<file path="src/rtl/f_accel.sv">
// f_accel: memory-mapped iterative factorial accelerator.
// Host writes N (a=00) and go (a=01, d[0]=1), polls STATUS (a=10) and reads
// RESULT (a=11). Read data is a combinational mux of the register map.
// Optional feature: define FACCEL_OVF_EN to flag N>12 as overflow (err=1,
// RESULT forced to 0 at completion). Without it err is always 0 and RESULT
// is the product truncated to 32 bits.
//
// state | meaning
// IDLE  | waiting for a go write; done/err/result hold the last run
// BUSY  | multiplying product by cnt once per clock until cnt<=1
module f_accel (
  input  logic        clk,
  input  logic        rst,
  input  logic        we,
  input  logic [1:0]  a,
  input  logic [3:0]  d,
  output logic [31:0] out
);

  typedef enum logic {IDLE, BUSY} state_t;

  state_t      state, state_nx;
  logic [3:0]  n_reg;
  logic        g_reg;
  logic        done;
  logic        err;
  logic        busy;
  logic [31:0] result;
  logic [31:0] product;
  logic [3:0]  cnt;

  logic        start;
  logic        step;
  logic        finish;
  logic        ovf;
  logic [31:0] prod_nx;

  assign prod_nx = product * {28'd0, cnt};

`ifdef FACCEL_OVF_EN
  assign ovf = (n_reg > 4'd12);
`else
  assign ovf = 1'b0;
`endif

  // State register.
  always_ff @(posedge clk or negedge rst) begin
    if (!rst) state <= IDLE;
    else      state <= state_nx;
  end

  // Next-state and datapath control decode.
  always_comb begin
    state_nx = state;
    start    = 1'b0;
    step     = 1'b0;
    finish   = 1'b0;
    case (state)
      IDLE: begin
        if (we && (a == 2'b01) && d[0]) begin
          start    = 1'b1;
          state_nx = BUSY;
        end
      end
      BUSY: begin
        if (cnt > 4'd1) begin
          step = 1'b1;
        end else begin
          finish   = 1'b1;
          state_nx = IDLE;
        end
      end
      default: state_nx = IDLE;
    endcase
  end

  // Host-visible N and G registers; N is frozen while a run is active and
  // a go=1 write during a run is dropped, but go=0 may always clear G.
  always_ff @(posedge clk or negedge rst) begin
    if (!rst) begin
      n_reg <= 4'd0;
      g_reg <= 1'b0;
    end else if (we) begin
      if ((a == 2'b00) && (state != BUSY))
        n_reg <= d;
      if ((a == 2'b01) && ((state != BUSY) || !d[0]))
        g_reg <= d[0];
    end
  end

  // Iterative multiply datapath and status flags.
  always_ff @(posedge clk or negedge rst) begin
    if (!rst) begin
      product <= 32'd0;
      cnt     <= 4'd0;
      result  <= 32'd0;
      done    <= 1'b0;
      err     <= 1'b0;
      busy    <= 1'b0;
    end else if (start) begin
      product <= 32'd1;
      cnt     <= n_reg;
      done    <= 1'b0;
      err     <= ovf;
      busy    <= 1'b1;
    end else if (step) begin
      product <= prod_nx;
      cnt     <= cnt - 4'd1;
    end else if (finish) begin
      result <= err ? 32'd0 : product;
      done   <= 1'b1;
      busy   <= 1'b0;
    end
  end

  // Combinational read mux.
  always_comb begin
    out = 32'd0;
    case (a)
      2'b00:   out = {28'd0, n_reg};
      2'b01:   out = {31'd0, g_reg};
      2'b10:   out = {29'd0, busy, err, done};
      default: out = result;
    endcase
  end

endmodule

</file>
<file path="config.mk">
export PLATFORM = sky130hd
export DESIGN_NAME = f_accel
export DESIGN_NICKNAME = d
export VERILOG_FILES = /design/src/rtl/f_accel.sv
export SDC_FILE = /design/constraint.sdc
export NUM_CORES = 1
export LEC_CHECK = 0
export ABC_AREA = 0
export BUFFER_PORTS_ARGS = -buffer_cell sky130_fd_sc_hd__buf_2
export CAP_MARGIN = 20
export CORE_MARGIN = 4
export CORE_UTILIZATION = 50
export CTS_CLUSTER_DIAMETER = 60
export DETAILED_ROUTE_END_ITERATION = 12
export GPL_ROUTABILITY_DRIVEN = 0
export GPL_TIMING_DRIVEN = 0
export PLACE_DENSITY = 0.76
export SYNTH_ARGS = -nofsm -noshare
export SYNTH_HDL_FRONTEND = slang
export SYNTH_SLANG_ARGS = --single-unit
</file>
<file path="constraint.sdc">
create_clock -name clk -period 7.75 [get_ports clk]
set_input_delay 1.55 -clock clk [delete_from_list [all_inputs] [get_ports clk]]
set_output_delay 1.55 -clock clk [all_outputs]
set_load 0.02 [all_outputs]
</file>
# Yosys cells after proc, flatten, opt, wreduce, memory -nomap -nowiden
# Cells that the tools add are included.
[totals]
reg_bits = 76
inputBits = 9
elab_cells = 48
[op_classes]
n_lt_le_gt_ge = 1
mux = 18
add_sub_neg = 1
n_bitwise = 3
n_reduce_logical = 13
eq_ne = 3
n_mul = 1
[ops]
columns = ["cell", "n"]
rows = [
  ["32-bit one-hot mux with 3 select lines", 1],
  ["32-bit 2-to-1 mux", 2],
  ["32-bit by 4-bit multiplier with 32-bit output", 1],
  ["1-bit 2-to-1 mux", 12],
  ["4-bit 2-to-1 mux", 2],
  ["2-bit AND reduction", 3],
  ["4-bit by 1-bit greater-than comparator with 1-bit output (second input constant)", 1],
  ["1-bit logical AND", 4],
  ["2-bit nonzero test", 2],
  ["4-bit by 1-bit subtractor with 4-bit output (second input constant)", 1],
  ["1-bit inverter", 3],
  ["3-bit AND reduction", 1],
  ["2-bit by 1-bit == test with 1-bit output (second input constant)", 1],
  ["2-bit == test (second input constant)", 1],
  ["2-bit logical NOT", 1],
  ["2-bit != test (second input constant)", 1],
  ["1-bit one-hot mux with 2 select lines", 1],
  ["1-bit logical NOT", 1],
  ["1-bit logical OR", 1],
]

# Depth between registers and ports, before layout
# Gate-level depths: netlist of run 1.
[depth]
ltp_word = 7
ltp_mapped = 16
depth_no_buf = 13

# Worst setup path after synthesis of run 1
# OpenSTA, ideal clock, no wires.
[synth_path]
kind = "register to register"
from = "register cnt[3]"
to = "register product[31]"
path_stages_with_launch = 17
t_required_ns = 7.624
setup_time_ns = 0.126
t_arrival_ns = 3.777
path_slack_ns = 3.847
path_cell_list = "dfrtp_1 clkbuf_1 clkbuf_1 and2_1 fa_1 inv_1 fa_1 inv_1 ha_1 buf_6 a21o_1 a21oi_2 o21bai_1 a2111o_1 a31oi_4 a31oi_1 a221o_1"
[synth_via]
elab_chain_len = 4
elab_cells_between_ends = 7
cone_classes = "mul (1); order compare (1); mux (4); reduce/logical (1)"
[synth_rtl]
columns = ["element", "line_no", "rtl"]
rows = [
  ["start: declaration", "30", "logic [3:0] cnt;"],
  ["start signal: assignment", "102", "cnt <= n_reg;"],
  ["start signal: assignment", "108", "cnt <= cnt - 4'd1;"],
  ["parallel branches: the longest is 4 deep, another holds 32-bit by 4-bit multiplier with 32-bit output", "--", ""],
  ["end signal: assignment", "107", "product <= prod_nx;"],
  ["end: declaration", "29", "logic [31:0] product;"],
]
# Parallel ways; which one is timed is not known. The select of a mux whose other input is x is not followed.
# A chain may end at the register's enable or synchronous reset.

# Final worst setup path of run 1
[layout_path]
from = "register cnt[3]"
to = "register product[28]"
# The elaborated chain is that of the path after synthesis.

==> results.ini, run 1 <==
[clocking]
cts_tree=done
clock-root-buffer=clkbuf_16
postCtsSetupBuffers=0
cts.sinks=76
cts_max_path_buffers=2
cts_resized=0
clock_latency_ns=0.35
holdBufCountCts=0
cts_made_buffers=9
htree_levels=3
clk_pin_slew_worst_paths_ns=0.07

[worst_hold_path]
min_from=g_reg$_DFFE_PN0P_
min_path_cells=1
hold_end=g_reg$_DFFE_PN0P_
hp-class=flop to flop

[synthesis]
synthFlopType=dfrtp_1
ys_seq_area_frac=0.266
ys_seq_elements=76
syn_avg_cell_area_um2=8.81
netlist_instances=810
synthArstFlopShare=1.00
yosysUniqueCellTypes=59
yosysTopAreaCellShare=0.266
synth_edf_count=0
synth.net_count=910
ys_warn_count=0
synth_area_leaders=dfrtp_1 (27%), fa_1 (16%), and2_1 (7.8%)
synth_top_area_cell=dfrtp_1
netlist_area_mm2=0.00714

[worst_setup_path]
crit_type=flop to flop
start_kind=flop
worst_ep_required_time_ns=7.99
timing.rr.start=cnt[3]$_DFFE_PN0P_
startpoint=cnt[3]$_DFFE_PN0P_
r2r-end=product[28]$_DFFE_PN0P_
path_max_fanout=10
r2r_setup_slack_ns=2.99
cp-end-kind=flop
reg2reg_depth=16
worstPathArrival_ns=4.99

[die]
initial_utilization=0.512
core_mm2=0.0139
pin_count=41
die-area_mm2=0.0163
die_height_um=127
dieWidth_um=127
rows=43

[global_route]
gr-usage-all-layers=0.236
overflow=0
grt_pass1_vias=5796
grt_pass1_wl_um=30400
grt_max_degree=60
antenna_found_initial=0

[power]
ir_drop_uv=222
p_leak_uw=0.00406
p_seq_frac=0.203
design_power_total_uw=3730
p_int_uw=1800
switching_share=0.518
pwr-share-clk=0.116
pwr_density_cell_mw_per_mm2=473
p_switching_uw=1930
comb_power_share=0.680

[outcome]
status=completed

[layout]
drive_above_1_share=0.126
final_common_cell=inv_1
n_antenna_cell=0
top_regs=product: 32 flops, result: 32 flops
layout_common_cells=inv_1 (118), and2_1 (89), nand2_1 (80), dfrtp_1 (76), fa_1 (57)
syn_to_final_growth_pct=10.5
final_cells=1047
fillers=1217
nets=962

[sta]
tightest_slew_ns=0.866
period_minus_slack_ns=4.76
hold_viol_final=0
skew_ns=0.00674
setup_tns_ns=0
slew_viol_final=0
max-slew-margin-rel=0.415
post-route-period-util=0.614
setup_viol=0
rsz0062_at_grt=false
max_freq_ghz=0.210

[run]
drv_cap=0

[route]
vias=5915
vias_per_cell=5.65
ant_nets=0
highest_layer=met4
wl_um=18300
met3WireLength_um=1030
routed-wl-met2_um=8760
drc=0
drt_pass1_iterations=5
drt_iter0_drc=628
wire_per_inst_um=17.5
met1_length_um=8130

[placement]
place_inst=1031
detailed_place_hpwl_um=13700
numPortBuffers=40

[synth_stat cells (all sizes together) (9+ instances only)]
library cell / n
nor2: 26
buf: 9
clkbuf: 36
dfrtp: 76
inv: 118
a21o: 13
xnor2: 12
and3: 33
fa: 57
mux2: 37
xor2: 14
and2: 89
nand2: 80
a21oi: 27
nand3: 20
ha: 34
o21ai: 46
[power groups by stage]
stage / combinational [uW] / clock (uW) / sequential, uW
after floorplan: 1950 / 0 / 680
after global placement: 2440 / 0 / 753
after detailed placement: 2500 / 0 / 760
after CTS: 2530 / 438 / 753
after global routing: 2880 / 453 / 779
final: 2540 / 433 / 758
[metrics by stage]
| step | hold slack, ns | util | instance area (um^2) | worst slack [ns] |
|---|---|---|---|---|
| after global placement | 0.459 | 0.543 | 7560 | 3.09 |
| after detailed placement | 0.479 | 0.545 | 7590 | 3.10 |
| after floorplan | 0.442 | - | 7140 | 3.85 |
| after global routing | 0.513 | 0.566 | 7890 | 2.78 |
| after CTS | 0.494 | 0.566 | 7890 | 3.03 |
| final | 0.493 | 0.566 | 7890 | 2.99 |
[cell families after synthesis]
group                      count (synthesis)  share of synthesized area
muxes                                     39                     0.0629
buffers and inverters                    163                     0.0880
AOI/OAI and AO/OA                        130                      0.121
DFF                                       76                      0.266
and+or+nand+nor                          285                      0.211
adders and majority gates                 91                      0.219
xor gates and xnor gates                  26                     0.0319
[layer usage]
metal	GRT usage	vias to the layer above
met1	0.325	2933
met4	0.0631	0
met3	0.0355	27
met2	0.390	200
li1	-	2755
met5	0	-
[worst max-delay path, stage by stage, from the launching register on]
cell and delay, ns:
dfrtp_1 0.42, clkbuf_1 0.51, clkbuf_1 0.54, and2_1 0.25
fa_1 0.40, inv_1 0.09, fa_1 0.39, inv_1 0.07
ha_1 0.22, buf_2 0.16, a21o_1 0.16, a221oi_1 0.34
o2111ai_1 0.23, and3_1 0.25, a41oi_2 0.25, nor4b_1 0.09
a211o_1 0.25
[final cells by class]
| class | count | area (um^2) | area share |
|---|---|---|---|
| clock buffers | 10 | 229 | 0.0290 |
| clock inverters | 6 | 65.1 | 0.00825 |
| well taps | 180 | 225 | 0.0286 |
| repair buffers | 41 | 230 | 0.0292 |
| plain buffers | 45 | 185 | 0.0235 |
| flip-flops and latches | 76 | 1900 | 0.241 |
| multi-input cells | 571 | 4610 | 0.584 |
| inverters | 118 | 443 | 0.0562 |
[worst max path at each step]
stage | depth (start not counted) | endpoint
floorplan | 16 | product[31]$_DFFE_PN0P_
finish | 16 | product[28]$_DFFE_PN0P_
global route | 16 | product[28]$_DFFE_PN0P_
global placement | 16 | product[28]$_DFFE_PN0P_
detailed placement | 16 | product[28]$_DFFE_PN0P_
CTS | 16 | product[28]$_DFFE_PN0P_
No activity file was read; power rests on OpenSTA's default activity.
==> inputs of run 2 (changes only) <==
- ABC_AREA: 0 -> 1
- PLACE_DENSITY: 0.76 -> 0.79
- clock period: 7.75 -> 4.35 ns (I/O delays scaled with it)
==> run 2 against run 1 <==
  * Clock skew decreased by 0.00067 ns
  * Global-route usage increased by 0.24 points
  * Cell count increased by 40%
  * Via count rose by 23%
  * Non-clock buffer count shrank 14
  * Critical path depth did not move
  * Critical path type unchanged
  * First-iteration DRC count down 3.2%
  * Worst setup slack lost 2.6 ns
  * Area after synthesis is 10% higher
  * Routed wire length is 10% higher
  * Register-to-register slack got worse by 2.6 ns
==> results.ini, run 2 <==
[synthesis]
yosysTopAreaCellShare=0.241
synth_most_common_cell=nand2_1
synth_edf_count=0
ys_seq_elements=76
ys_seq_area_frac=0.241
yosys-top-cells-count=nand2_1 (404), inv_1 (326), dfrtp_1 (76), nor2_1 (68), fa_1 (57)
ys_warn_count=0
synth_top_area_cell=dfrtp_1
syn_avg_cell_area_um2=6.55
netlist_area_mm2=0.00788
synthFlopType=dfrtp_1
netlist_instances=1203
synthArstFlopShare=1.00
synth_area_leaders=dfrtp_1 (24%), nand2_1 (19%), inv_1 (16%)
synth.net_count=1303
yosysUniqueCellTypes=41

[worst_setup_path]
worstPathArrival_ns=4.21
start_kind=flop
timing.rr.start=cnt[2]$_DFFE_PN0P_
cp-end-kind=flop
path_max_fanout=10
r2r-end=product[16]$_DFFE_PN0P_
r2r_setup_slack_ns=0.42
worst_ep_required_time_ns=4.63
crit_type=flop to flop
reg2reg_depth=16

[global_route]
busiest_layer=met2
use_met2=0.399
grt_use_met1=0.315
grt_max_degree=50
antenna_found_initial=0
grt_pass1_wl_um=34400
overflow=0
gr-usage-all-layers=0.238
use_met3=0.0332
grt_pass1_vias=7180

[sta]
tightest_slew_ns=0.941
setup_ws_ns=0.417
hold_viol_final=0
max-slew-margin-rel=0.372
slew_viol_final=0
rsz0062_at_grt=false
post-route-period-util=0.904
period_minus_slack_ns=3.93
holdWs_ns=0.455
skew_ns=0.00607
setup_viol=0
max_freq_ghz=0.254

[clocking]
holdBufCountCts=0
clk_pin_slew_worst_paths_ns=0.06
clock_latency_ns=0.35
clock-root-buffer=clkbuf_16
cts_resized=0
htree_levels=3
cts_max_path_buffers=2
cts.sinks=76
cts_tree=done
postCtsSetupBuffers=0
cts_made_buffers=9

[route]
vias_per_cell=4.96
wl_um=20100
vias=7293
drc=0
wire_per_inst_um=13.7
drt_pass1_iterations=5
drt_iter0_drc=608
ant_nets=0

[layout]
multi_input_area_mm2=0.00456
top_regs=product: 32 flops, result: 32 flops
syn_to_final_growth_pct=9.94
fillers=1448
final_common_cell=nand2_1
n_antenna_cell=0
drive_above_1_share=0.0961
layout_common_cells=nand2_1 (404), inv_1 (326), dfrtp_1 (76), nor2_1 (68), fa_1 (57)
seq_area_mm2=0.00190
final_area_mm2=0.00866
nets=1354
fin_util=0.566

[placement]
pre_cts_ws_ns=-0.0317
placed_cell_area_mm2=0.00838
numPortBuffers=40
detailed_place_hpwl_um=16100

[die]
dieWidth_um=134
pin_count=41
initial_utilization=0.515
die-area_mm2=0.0178
core_mm2=0.0153
rows=45
die_height_um=134

[power]
pwr_density_cell_mw_per_mm2=677
p_leak_uw=0.00542
design_power_total_uw=5870
ir_drop_uv=260

[worst_hold_path]
hp-class=input pin to asynchronous set/reset pin

[run]
drv_cap=0

[outcome]
status=completed

run 2: cell types whose count changed after synthesis, sizes merged, moves of 8 or more:
cell and delta:
clkbuf -23, nand2 +341, xnor2 -8, xor2 -13, nor2 +52, buf +10, and3 -33, a21o -12
nand3 +27, o21ai +10, mux2 -33, and2 -87, inv +213
run 2: through the flow:
stage	setup TNS [ns]	instances
after floorplan	0	1203
after global placement	0	1454
after detailed placement	-0.0695	1455
after CTS	0	1470
after global routing	0	1470
final	0	1470
run 2: worst max-delay path by stage:
stage,to,slack (ns),from,cells after the start
finish,product[16]$_DFFE_PN0P_,0.42,cnt[2]$_DFFE_PN0P_,16
detailed placement,product[16]$_DFFE_PN0P_,-0.03,cnt[3]$_DFFE_PN0P_,17
CTS,product[16]$_DFFE_PN0P_,0.47,cnt[2]$_DFFE_PN0P_,16
global placement,product[16]$_DFFE_PN0P_,0.03,cnt[3]$_DFFE_PN0P_,17
global route,product[16]$_DFFE_PN0P_,0.17,cnt[2]$_DFFE_PN0P_,16
floorplan,product[16]$_DFFE_PN0P_,0.95,cnt[3]$_DFFE_PN0P_,17
run 2: layout make-up:
| cell class | instances | area share |
|---|---|---|
| Tap cell | 211 | 0.0305 |
| Sequential cell | 76 | 0.219 |
| Timing Repair Buffer | 41 | 0.0266 |
| Buffer | 31 | 0.0195 |
| Clock buffer | 10 | 0.0264 |
| Multi-Input combinational cell | 764 | 0.526 |
| Inverter | 331 | 0.144 |
| Clock inverter | 6 | 0.00736 |
run 2: worst max-delay path: stages, from the launching register on:
cell,delay [ns]
dfrtp_1,0.31
buf_2,0.22
clkbuf_1,0.55
nand2_1,0.17
fa_1,0.53
fa_1,0.56
inv_1,0.07
fa_1,0.51
nand3_1,0.12
nand3_2,0.14
nand2_1,0.09
nand2_1,0.13
inv_1,0.09
nor2_1,0.05
o21ai_0,0.14
nand2_1,0.06
o21ai_1,0.13
run 2: logic make-up (layout without fill, tap and decap cells):
group                    after synthesis  count (layout)  share of synthesized area
AND/OR/NAND/NOR                      563             563                      0.296
adder cells (fa/ha/maj)               91              91                      0.199
flip-flops                            76              76                      0.241
buffers and inverters                363             419                      0.180
multiplexers                           4               4                    0.00571
XOR/XNOR                               5               5                    0.00556
AO/OA/AOI/OAI                        101             101                     0.0724
run 2: metal layers:
metal  wire length, um  up-vias  share of wire
met5                 0        -              0
met4               615        0          0.031
met3              1220       42          0.060
met2              9450      214           0.47
met1              8840     3432           0.44
li1                  -     3605              -
run 2: report_power, final:
part           switching, uW  internal (uW)
Combinational           2530           1280
Clock                    316            444
Sequential               300            999
==> inputs of run 3 (changes only) <==
- RECOVER_POWER: unset -> 25
==> run 3 against run 2 <==
  * The flow now finishes with violations (capacitance limit, slew limit)
  * Cell count did not move
  * Total power decreased by 0.17%
  * Utilization fell by 0.17 points
  * Critical path depth unchanged
  * Clock power hardly changed
  * Clock skew grew 0.0034 ns
  * First-iteration DRC count up 8.7%
  * Routed wire length hardly changed
  * Sequential power barely moved
  * Non-clock buffer count is the same
  * Combinational power hardly changed
  * Sequential share of layout area rose by 0.067 points
  * Critical path type unchanged
  * Largest cell class unchanged
  * Largest power group unchanged
==> results.ini, run 3 (synthesized netlist as in run 2, its figures left out) <==
[outcome]
status=complete, but fails checks
violations=capacitance limit, slew limit

[sta]
setup_ws_ns=0.448
max_freq_ghz=0.256
post-route-period-util=0.897
slew_viol_final=29
setup_viol=0
max-slew-margin-rel=-0.141
rsz0062_at_grt=false
skew_ns=0.00944
hold_viol_final=0
tightest_slew_ns=1.71
period_minus_slack_ns=3.90

[power]
ir_drop_uv=259
p_int_uw=2720
comb_power_share=0.649
p_seq_frac=0.222
pwr_density_cell_mw_per_mm2=678
switching_share=0.535
p_leak_uw=0.00541
design_power_total_uw=5860
p_switching_uw=3130
pwr-share-clk=0.129

[run]
drv_cap=1

[worst_setup_path]
reg2reg_depth=16
timing.rr.start=cnt[2]$_DFFE_PN0P_
worst_ep_required_time_ns=4.62
r2r-end=product[16]$_DFFE_PN0P_
worstPathArrival_ns=4.18
crit_type=flop to flop
start_kind=flop
path_max_fanout=10
r2r_setup_slack_ns=0.45
cp-end-kind=flop

[worst_hold_path]
hp-class=flop to flop
min_path_cells=2
min_from=done$_DFFE_PN0P_
hold_end=done$_DFFE_PN0P_

[route]
vias_per_cell=4.94
drt_pass1_iterations=5
wire_per_inst_um=13.7
ant_nets=0
drt_iter0_drc=661
vias=7256
drc=0
wl_um=20100

[global_route]
antenna_found_initial=0
grt_pass1_wl_um=34400
grt_max_degree=50
overflow=0
gr-usage-all-layers=0.238
grt_pass1_vias=7180

[clocking]
cts_max_path_buffers=2
cts_tree=done
clk_pin_slew_worst_paths_ns=0.06
htree_levels=3
clock-root-buffer=clkbuf_16
clock_latency_ns=0.35
cts.sinks=76
cts_resized=0
cts_made_buffers=9

[layout]
top_regs=product: 32 flops, result: 32 flops
syn_to_final_growth_pct=9.60
drive_above_1_share=0.0953
nets=1354
layout_common_cells=nand2_1 (404), inv_1 (326), dfrtp_1 (76), nor2_1 (68), fa_1 (57)
n_antenna_cell=0
final_common_cell=nand2_1

[die]
initial_utilization=0.515
dieWidth_um=134
die-area_mm2=0.0178
die_height_um=134
core_mm2=0.0153
pin_count=41
rows=45

[placement]
detailed_place_hpwl_um=16100
pre_cts_ws_ns=-0.0317
numPortBuffers=40

-- run 3: per-layer routing --
| layer | part of all wire | up-vias | track usage |
|---|---|---|---|
| li1 | - | 3606 | - |
| met1 | 0.44 | 3403 | 0.315 |
| met2 | 0.47 | 209 | 0.399 |
| met3 | 0.062 | 38 | 0.0332 |
| met4 | 0.030 | 0 | 0.0909 |
| met5 | 0 | - | 0 |
-- run 3: final cells by class --
cell class,instances,area [um^2]
plain buffers,31,169
clock buffers,10,229
clock inverters,6,63.8
fillers,1450,6680
inverters,331,1240
multi-input cells,764,4560
flip-flops and latches,76,1900
well taps,211,264
repair buffers,41,204
-- run 3: repair_timing --
action / CTS / global route
setup endpoints to repair: 3 / 0
hold endpoints to repair: 0 / 0
hold buffers: 0 / 0
setup buffers: 0 / 0
-- run 3: worst max-delay path, cell delays in order, from the launching register on --
cell and delay [ns]:
dfrtp_1 0.31, buf_2 0.22, clkbuf_1 0.53, nand2_1 0.16
fa_1 0.53, fa_1 0.56, inv_1 0.07, fa_1 0.50
nand3_1 0.11, nand3_2 0.14, nand2_1 0.09, nand2_1 0.13
inv_1 0.09, nor2_1 0.05, o21ai_0 0.14, nand2_1 0.06
o21ai_1 0.12
-- run 3: power by group through the flow --
stage	combinational, uW	sequential [uW]	clock (uW)
2_1_floorplan	2910	1180	0
3_3_place_gp	3660	1290	0
3_5_place_dp	3780	1300	0
4_1_cts	3790	1290	769
5_1_grt	4360	1330	804
6_report	3800	1300	758
-- run 3: worst max-delay path by stage --
stage	from	to	slack (ns)	depth (start not counted)
detailed placement	cnt[3]$_DFFE_PN0P_	product[16]$_DFFE_PN0P_	-0.03	17
global placement	cnt[3]$_DFFE_PN0P_	product[16]$_DFFE_PN0P_	0.03	17
floorplan	cnt[3]$_DFFE_PN0P_	product[16]$_DFFE_PN0P_	0.95	17
finish	cnt[2]$_DFFE_PN0P_	product[16]$_DFFE_PN0P_	0.45	16
global route	cnt[2]$_DFFE_PN0P_	product[16]$_DFFE_PN0P_	0.17	16
CTS	cnt[2]$_DFFE_PN0P_	product[16]$_DFFE_PN0P_	0.47	16
-- run 3: stage by stage --
step	utilization	hold slack, ns	TNS (ns)	std cells	cell area [um^2]
floorplan	-	0.454	0	1203	7880
CTS	0.566	0.475	0	1470	8660
finish	0.564	0.493	0	1470	8640
detailed placement	0.547	0.475	-0.0695	1455	8380
global route	0.564	0.531	0	1470	8640
global placement	0.545	0.474	0	1454	8350
